**config.mk**
```make
export PLATFORM = sky130hd
export DESIGN_NAME = prog_mem_ctrl
export DESIGN_NICKNAME = d
export VERILOG_FILES = /design/src/rtl/prog_mem_ctrl.sv
export SDC_FILE = /design/constraint.sdc
export NUM_CORES = 1
export LEC_CHECK = 0
export CELL_PAD_IN_SITES_DETAIL_PLACEMENT = 1
export CELL_PAD_IN_SITES_GLOBAL_PLACEMENT = 2
export CORE_MARGIN = 1
export CORE_UTILIZATION = 39
export CTS_BUF_LIST = sky130_fd_sc_hd__clkbuf_8
export CTS_CLUSTER_SIZE = 16
export DETAILED_ROUTE_END_ITERATION = 10
export HOLD_SLACK_MARGIN = 0.1
export PLACE_DENSITY = 0.87
export SYNTH_ARGS = -nofsm -noshare
export SYNTH_HDL_FRONTEND = slang
export SYNTH_SLANG_ARGS = --single-unit
```
**constraint.sdc**
```tcl
create_clock -name clk -period 3 [get_ports clk]
set_input_delay 0.6 -clock clk [delete_from_list [all_inputs] [get_ports clk]]
set_output_delay 0.6 -clock clk [all_outputs]
set_load 0.05 [all_outputs]
```
**src/rtl/prog_mem_ctrl.sv**
```systemverilog
`timescale 1ns/1ps
`default_nettype none
// ============================================================================
// Module      : prog_mem_ctrl
// Description : Loadable 16x8 program memory that sequences a small CPU
//               through clear, load, run and halt, with breakpoint support.
// Revision    : 1.0 - initial release
// ============================================================================
module prog_mem_ctrl #(
    parameter int                         ADDR_W  = 4,
    parameter int                         DATA_W  = 8,
    parameter logic [DATA_W-ADDR_W-1:0]   JMP_OPC = 4'b1111,
    parameter int                         CNT_W   = 16
) (
    input  logic              clk,
    input  logic              n_reset,
    input  logic [ADDR_W-1:0] cpu_address,
    output logic [DATA_W-1:0] cpu_dout,
    output logic              cpu_n_reset,
    input  logic              ld_start,
    input  logic              ld_valid,
    input  logic [DATA_W-1:0] ld_data,
    output logic              ld_ready,
    output logic              ld_done,
    input  logic              run_req,
    input  logic              halt_req,
    input  logic              bp_en,
    input  logic [ADDR_W-1:0] bp_addr,
    output logic [2:0]        state,
    output logic [DATA_W-1:0] checksum,
    output logic [CNT_W-1:0]  fetch_count
);

    localparam int                c_DEPTH   = 2**ADDR_W;
    localparam logic [ADDR_W-1:0] c_PTR_MAX = '1;
    localparam logic [CNT_W-1:0]  c_CNT_MAX = '1;

    typedef enum logic [2:0] {
        S_IDLE  = 3'd0,
        S_CLEAR = 3'd1,
        S_LOAD  = 3'd2,
        S_RUN   = 3'd3,
        S_HALT  = 3'd4
    } state_t;

    state_t              r_state;
    state_t              w_next_state;
    logic [ADDR_W-1:0]   r_ptr;
    logic [DATA_W-1:0]   r_mem [c_DEPTH];
    logic                r_ld_ready;
    logic                r_ld_done;
    logic [DATA_W-1:0]   r_checksum;
    logic [CNT_W-1:0]    r_fetch_count;
    logic                r_bp_mask;
    logic                r_cpu_n_reset;
    logic                w_accept;
    logic                w_bp_hit;

    assign w_accept = r_ld_ready & ld_valid;
    assign w_bp_hit = (r_state == S_RUN) & bp_en & (cpu_address == bp_addr) & ~r_bp_mask;

    // Outside an un-broken RUN cycle the CPU is fed a jump to its own address.
    assign cpu_dout    = ((r_state == S_RUN) && !w_bp_hit) ? r_mem[cpu_address]
                                                           : {JMP_OPC, cpu_address};
    assign cpu_n_reset = r_cpu_n_reset;
    assign ld_ready    = r_ld_ready;
    assign ld_done     = r_ld_done;
    assign state       = r_state;
    assign checksum    = r_checksum;
    assign fetch_count = r_fetch_count;

    always_comb begin
        w_next_state = r_state;
        case (r_state)
            S_CLEAR: if (r_ptr == c_PTR_MAX) w_next_state = S_IDLE;
            S_IDLE: begin
                if (ld_start)     w_next_state = S_LOAD;
                else if (run_req) w_next_state = S_RUN;
            end
            // LOAD lingers one cycle with ld_ready low while ld_done pulses.
            S_LOAD:  if (r_ld_done) w_next_state = S_IDLE;
            S_RUN:   if (halt_req || w_bp_hit) w_next_state = S_HALT;
            S_HALT: begin
                if (ld_start)     w_next_state = S_LOAD;
                else if (run_req) w_next_state = S_RUN;
            end
            default: w_next_state = S_CLEAR;
        endcase
    end

    always_ff @(posedge clk or negedge n_reset) begin
        if (!n_reset) begin
            r_state       <= S_CLEAR;
            r_ptr         <= '0;
            r_ld_ready    <= 1'b0;
            r_ld_done     <= 1'b0;
            r_checksum    <= '0;
            r_fetch_count <= '0;
            r_bp_mask     <= 1'b0;
            r_cpu_n_reset <= 1'b0;
        end else begin
            r_state       <= w_next_state;
            r_ld_done     <= 1'b0;
            r_cpu_n_reset <= (w_next_state == S_RUN) || (w_next_state == S_HALT);
            case (r_state)
                S_CLEAR: r_ptr <= r_ptr + ADDR_W'(1);
                S_IDLE: begin
                    if (ld_start) begin
                        r_ptr      <= '0;
                        r_checksum <= '0;
                        r_ld_ready <= 1'b1;
                    end else if (run_req) begin
                        r_fetch_count <= '0;
                        r_bp_mask     <= 1'b0;
                    end
                end
                S_LOAD: begin
                    if (w_accept) begin
                        r_ptr      <= r_ptr + ADDR_W'(1);
                        r_checksum <= r_checksum + ld_data;
                        if (r_ptr == c_PTR_MAX) begin
                            r_ld_ready <= 1'b0;
                            r_ld_done  <= 1'b1;
                        end
                    end
                end
                S_RUN: begin
                    if (r_fetch_count != c_CNT_MAX) r_fetch_count <= r_fetch_count + CNT_W'(1);
                    if (cpu_address != bp_addr)     r_bp_mask     <= 1'b0;
                end
                S_HALT: begin
                    if (ld_start) begin
                        r_ptr      <= '0;
                        r_checksum <= '0;
                        r_ld_ready <= 1'b1;
                    end else if (run_req) begin
                        // Resuming from a breakpoint must not re-trigger it immediately.
                        r_bp_mask <= 1'b1;
                    end
                end
                default: ;
            endcase
        end
    end

    always_ff @(posedge clk) begin
        if (r_state == S_CLEAR) r_mem[r_ptr] <= '0;
        else if (w_accept)      r_mem[r_ptr] <= ld_data;
    end

endmodule
`default_nettype wire

```
==> impl_metrics.xml <==
<?xml version="1.0" encoding="UTF-8"?>
<metrics>
  <group name="synthesis">
    <metric name="synth_cell_type_count" unit="">51</metric>
    <metric name="synth_top_family_by_area" unit="">multiplexers</metric>
    <metric name="ys_ff_latch" unit="">163</metric>
    <metric name="syn_area" unit="mm²">0.00718</metric>
    <metric name="synthesis.yosys.warnings" unit="">0</metric>
    <metric name="synth_top_flop_cell" unit="">sky130_fd_sc_hd__edfxtp_1</metric>
    <metric name="post_synth_and_or_nand_nor_area_fraction" unit="">0.0896</metric>
    <metric name="synth_edf_count" unit="">128</metric>
    <metric name="post_synth_xor_area_fraction" unit="">0.0207</metric>
    <metric name="seq_area_frac_synth" unit="">0.658</metric>
    <metric name="ys_top_cells_by_area" unit="">sky130_fd_sc_hd__edfxtp_1, sky130_fd_sc_hd__dfrtp_1, sky130_fd_sc_hd__mux4_2</metric>
    <metric name="synth-async-reset-ratio" unit="">0.215</metric>
    <metric name="synth.mux.area_fraction" unit="">0.128</metric>
    <metric name="compound_gate_fraction_of_synth_area" unit="">0.0605</metric>
    <metric name="synth_fp_nets" unit="">502</metric>
    <metric name="synth_largest_area_cell" unit="">sky130_fd_sc_hd__edfxtp_1</metric>
    <metric name="synth_adder_area_share" unit="">0.0237</metric>
    <metric name="netlist.area_leader.share" unit="">0.535</metric>
    <metric name="synthesized_instance_count" unit="">466</metric>
    <metric name="synth.avg_cell_area" unit="µm²">15.4</metric>
  </group>
  <group name="grt">
    <metric name="grt_max_degree" unit="">36</metric>
    <metric name="grt.overflow.total" unit="">0</metric>
    <metric name="vias_in_the_first_global_route" unit="">4980</metric>
    <metric name="grt_use_total" unit="">0.206</metric>
    <metric name="antenna_found_initial" unit="">0</metric>
    <metric name="global_route_wire_length_before_repair" unit="µm">28100</metric>
  </group>
  <group name="clocking">
    <metric name="worst_setup_hold_path_clk_slew" unit="ns">0.09</metric>
    <metric name="worst_skew_pair.late_latency" unit="ns">0.47</metric>
    <metric name="max-clock-path-buffers" unit="">2</metric>
    <metric name="cts_stage_hold_buffer_count" unit="">0</metric>
    <metric name="clock_sinks" unit="">163</metric>
    <metric name="tritoncts" unit="">yes</metric>
    <metric name="ctsHtreeMaxLevel" unit="">4</metric>
    <metric name="cts-buffers-inserted" unit="">17</metric>
    <metric name="clockRootBuffer" unit="">sky130_fd_sc_hd__clkbuf_8</metric>
  </group>
  <group name="finish">
    <metric name="diodes" unit="">0</metric>
    <metric name="multi_input_comb_area" unit="mm²">0.00240</metric>
    <metric name="n_fill_cell" unit="">1790</metric>
    <metric name="syn2layout_area_growth" unit="%">24.2</metric>
    <metric name="layout.cells.non_filler" unit="">815</metric>
    <metric name="utilization" unit="">0.495</metric>
    <metric name="final_standard_cell_area_without_fillers" unit="mm²">0.00892</metric>
    <metric name="sequential_cell_area" unit="mm²">0.00472</metric>
    <metric name="layout_commonest_cell" unit="">sky130_fd_sc_hd__edfxtp_1</metric>
    <metric name="commonest_cells_after_routing_fill_and_taps_aside" unit="">sky130_fd_sc_hd__edfxtp_1, sky130_fd_sc_hd__buf_4, sky130_fd_sc_hd__clkdlybuf4s50_1</metric>
    <metric name="design.final.nets" unit="">609</metric>
    <metric name="share_of_final_layout_standard_cells_stronger_than_drive_strength_1" unit="">0.247</metric>
  </group>
  <group name="setup_path">
    <metric name="critical_path.reg2reg.startpoint" unit="">state[0]</metric>
    <metric name="cp_max_fo" unit="">5</metric>
    <metric name="critPathRequiredTime" unit="ns">2.40</metric>
    <metric name="critical-path-max-stage-delay" unit="ns">0.51</metric>
    <metric name="critPathMostFrequentCell" unit="">sky130_fd_sc_hd__mux4_2</metric>
    <metric name="path_cells" unit="">buf_4, bufbuf_16, mux4_2, mux4_2, nand2b_2, buf_12</metric>
    <metric name="cp_top_delay_family" unit="">multiplexers</metric>
    <metric name="timing_worst_setup_path_type" unit="">input port to output pin</metric>
    <metric name="cp_slowest_cell" unit="">sky130_fd_sc_hd__mux4_2</metric>
    <metric name="critical_path.startpoint" unit="">cpu_address[0]</metric>
    <metric name="bufs_and_invs_on_worst_path" unit="">3</metric>
    <metric name="start_kind" unit="">input port</metric>
    <metric name="cp_capture_type" unit="">output pin</metric>
    <metric name="setup.reg_to_reg.worst_slack" unit="ns">0.50</metric>
    <metric name="worst-endpoint-arrival" unit="ns">2.34</metric>
  </group>
  <group name="power_and_ir_drop">
    <metric name="netSwitchingPower" unit="µW">2630</metric>
    <metric name="seqPwrFrac" unit="">0.457</metric>
    <metric name="totalPowerFinal" unit="µW">7020</metric>
    <metric name="netSwitchingFraction" unit="">0.375</metric>
    <metric name="share_clk_of_total_power" unit="">0.201</metric>
    <metric name="pwr_density_cell" unit="mW/mm²">787</metric>
    <metric name="static-leakage-power" unit="µW">0.00322</metric>
    <metric name="ir_worst_vdd" unit="V">0.000431</metric>
    <metric name="intPower" unit="µW">4390</metric>
    <metric name="power.share.combinational" unit="">0.342</metric>
  </group>
  <group name="route">
    <metric name="via_count" unit="">4545</metric>
    <metric name="total_routed_wirelength" unit="µm">18200</metric>
    <metric name="post-route-drc-count" unit="">0</metric>
    <metric name="drt_iter0_markers" unit="">224</metric>
    <metric name="firstDrtPassIters" unit="">4</metric>
    <metric name="post_detailed_route_via_to_cell_ratio" unit="">5.58</metric>
    <metric name="antenna_left" unit="">0</metric>
    <metric name="route.detailed.wl_per_inst" unit="µm">22.3</metric>
  </group>
  <group name="floorplan">
    <metric name="die-width" unit="µm">138</metric>
    <metric name="boundaryPins" unit="">61</metric>
    <metric name="start_util" unit="">0.398</metric>
    <metric name="die_area" unit="mm²">0.0190</metric>
    <metric name="die_y" unit="µm">138</metric>
    <metric name="std_cell_rows" unit="">49</metric>
    <metric name="design.core.area" unit="mm²">0.0180</metric>
  </group>
  <group name="timing">
    <metric name="final.period_utilization" unit="">0.981</metric>
    <metric name="maxClockFrequency" unit="GHz">0.340</metric>
    <metric name="finalClockSkew" unit="ns">0.0112</metric>
    <metric name="layout_min_cycle_time" unit="ns">2.94</metric>
    <metric name="relSlewSlack" unit="">0.431</metric>
    <metric name="final-max-slew-violation-count" unit="">0</metric>
    <metric name="setup_viol_count_final" unit="">0</metric>
    <metric name="pin_slew_with_the_least_headroom_to_its_limit" unit="ns">0.853</metric>
    <metric name="setup_repair_after_global_routing_missed_its_margin" unit="">yes</metric>
    <metric name="finalHoldViolations" unit="">0</metric>
  </group>
  <group name="placed_design">
    <metric name="place.gp.congestion" unit="">0.794</metric>
    <metric name="dpl-instance-area" unit="mm²">0.00847</metric>
    <metric name="detailedPlacementHpwl" unit="µm">12900</metric>
    <metric name="place.port_buffers" unit="">60</metric>
    <metric name="dp.cells" unit="">780</metric>
  </group>
  <group name="run_status">
    <metric name="outcome" unit="">finished clean</metric>
  </group>
  <group name="worst_hold_path">
    <metric name="holdCritPathClass" unit="">input port to asynchronous set/reset pin</metric>
  </group>
  <group name="run">
    <metric name="max-cap-violations" unit="">0</metric>
  </group>
</metrics>
-- state kept, by name (all words and copies together) (netlist names) --
| signal | cells |
|---|---|
| state | 3 |
| ld_ready | 1 |
| r_ptr | 4 |
| fetch_count | 16 |
| r_bp_mask | 1 |
| ld_done | 1 |
| checksum | 8 |
| cpu_n_reset | 1 |
| r_mem | 128 |
-- path summary, 6_finish.rpt --
kind / end / cells after the start
max: cpu_dout[4] / 6
min: checksum[7] / 1
max reg2reg: fetch_count[13] / 5
min reg2reg: checksum[7] / 1
max in group asynchronous: state[1] / 1
min in group clk: checksum[7] / 1
-- cell type report --
cell class,instances,share of cell area
Sequential cell,163,0.529
Multi-Input combinational cell,268,0.269
Timing Repair Buffer,111,0.126
Tap cell,229,0.0321
Clock buffer,17,0.0262
Clock inverter,15,0.0119
Inverter,12,0.00505
-- power groups by stage --
stage               clock, µW  combinational, µW  sequential (µW)
global placement            0               2280             3220
detailed placement          0               2370             3250
finish                   1410               2400             3210
floorplan                   0               1090             3550
CTS                      1440               2430             3210
global route             1510               2570             3250
-- stage by stage --
| stage | worst slack [ns] | TNS [ns] | hold WS (ns) |
|---|---|---|---|
| 5_1_grt | -0.0165 | -0.0268 | 0.281 |
| 4_1_cts | 0.0157 | 0 | 0.254 |
| 2_1_floorplan | 0.0223 | 0 | 0.304 |
| 3_5_place_dp | -0.267 | -1.72 | 0.518 |
| 3_3_place_gp | -0.198 | -1.15 | 0.470 |
| 6_report | 0.0566 | 0 | 0.238 |
-- logic make-up (layout without fill, tap and decap cells) --
logic type,count (synthesis),count (layout)
simple gates,121,121
xor+xnor,17,17
buf+inv,35,155
compound gates,71,71
flops,163,163
mux,46,46
fa+ha+maj,13,13
-- layer usage --
metal / part of all wire / GRT usage
met5: 0 / 0
met4: 0.021 / 0.0751
met3: 0.042 / 0.0489
met2: 0.52 / 0.355
met1: 0.42 / 0.251
-- worst register-to-register path, cell delays in order (launching register included) --
cell,delay [ns]
sky130_fd_sc_hd__dfstp_2,0.46
sky130_fd_sc_hd__or4b_4,0.58
sky130_fd_sc_hd__a211o_1,0.33
sky130_fd_sc_hd__a2111o_1,0.42
sky130_fd_sc_hd__or4_1,0.49
sky130_fd_sc_hd__a21oi_1,0.15
-- cell usage after synthesis (2+ instances only) --
cell                        count
sky130_fd_sc_hd__xnor2_1        8
sky130_fd_sc_hd__ha_1          12
sky130_fd_sc_hd__dfrtp_1       34
sky130_fd_sc_hd__nand2_1       19
sky130_fd_sc_hd__o21ai_0       23
sky130_fd_sc_hd__clkbuf_1      16
sky130_fd_sc_hd__o2111ai_1      3
sky130_fd_sc_hd__nor2b_1        3
sky130_fd_sc_hd__a21o_1         3
sky130_fd_sc_hd__o31ai_1        5
sky130_fd_sc_hd__a21oi_1       17
sky130_fd_sc_hd__nor3b_1        3
sky130_fd_sc_hd__o211ai_1       2
sky130_fd_sc_hd__and4_1         4
sky130_fd_sc_hd__mux4_2        36
sky130_fd_sc_hd__a41oi_1        2
sky130_fd_sc_hd__a31oi_1        6
sky130_fd_sc_hd__nor3_1         7
sky130_fd_sc_hd__o21bai_1       2
sky130_fd_sc_hd__nor4b_1        2
sky130_fd_sc_hd__mux2_2         5
sky130_fd_sc_hd__xor2_1         9
sky130_fd_sc_hd__nand4_1        2
sky130_fd_sc_hd__nor2_1        31
sky130_fd_sc_hd__mux2i_1        5
sky130_fd_sc_hd__edfxtp_1     128
sky130_fd_sc_hd__inv_1         12
sky130_fd_sc_hd__nor4_1         4
sky130_fd_sc_hd__buf_2          5
sky130_fd_sc_hd__and2_1        11
sky130_fd_sc_hd__a211oi_1       3
sky130_fd_sc_hd__nand2b_1       9
sky130_fd_sc_hd__nand3_1       16
sky130_fd_sc_hd__or4_1          2
-- repair_timing --
action | 4_1_cts | 5_1_grt
setup buffers | 1 | 1
cloned | 1 | 0
pin swaps | 4 | 1
endpoints found under the setup margin | 8 | 5
resized for setup | 18 | 3
Note: power is estimated with default switching activity, not from simulation.
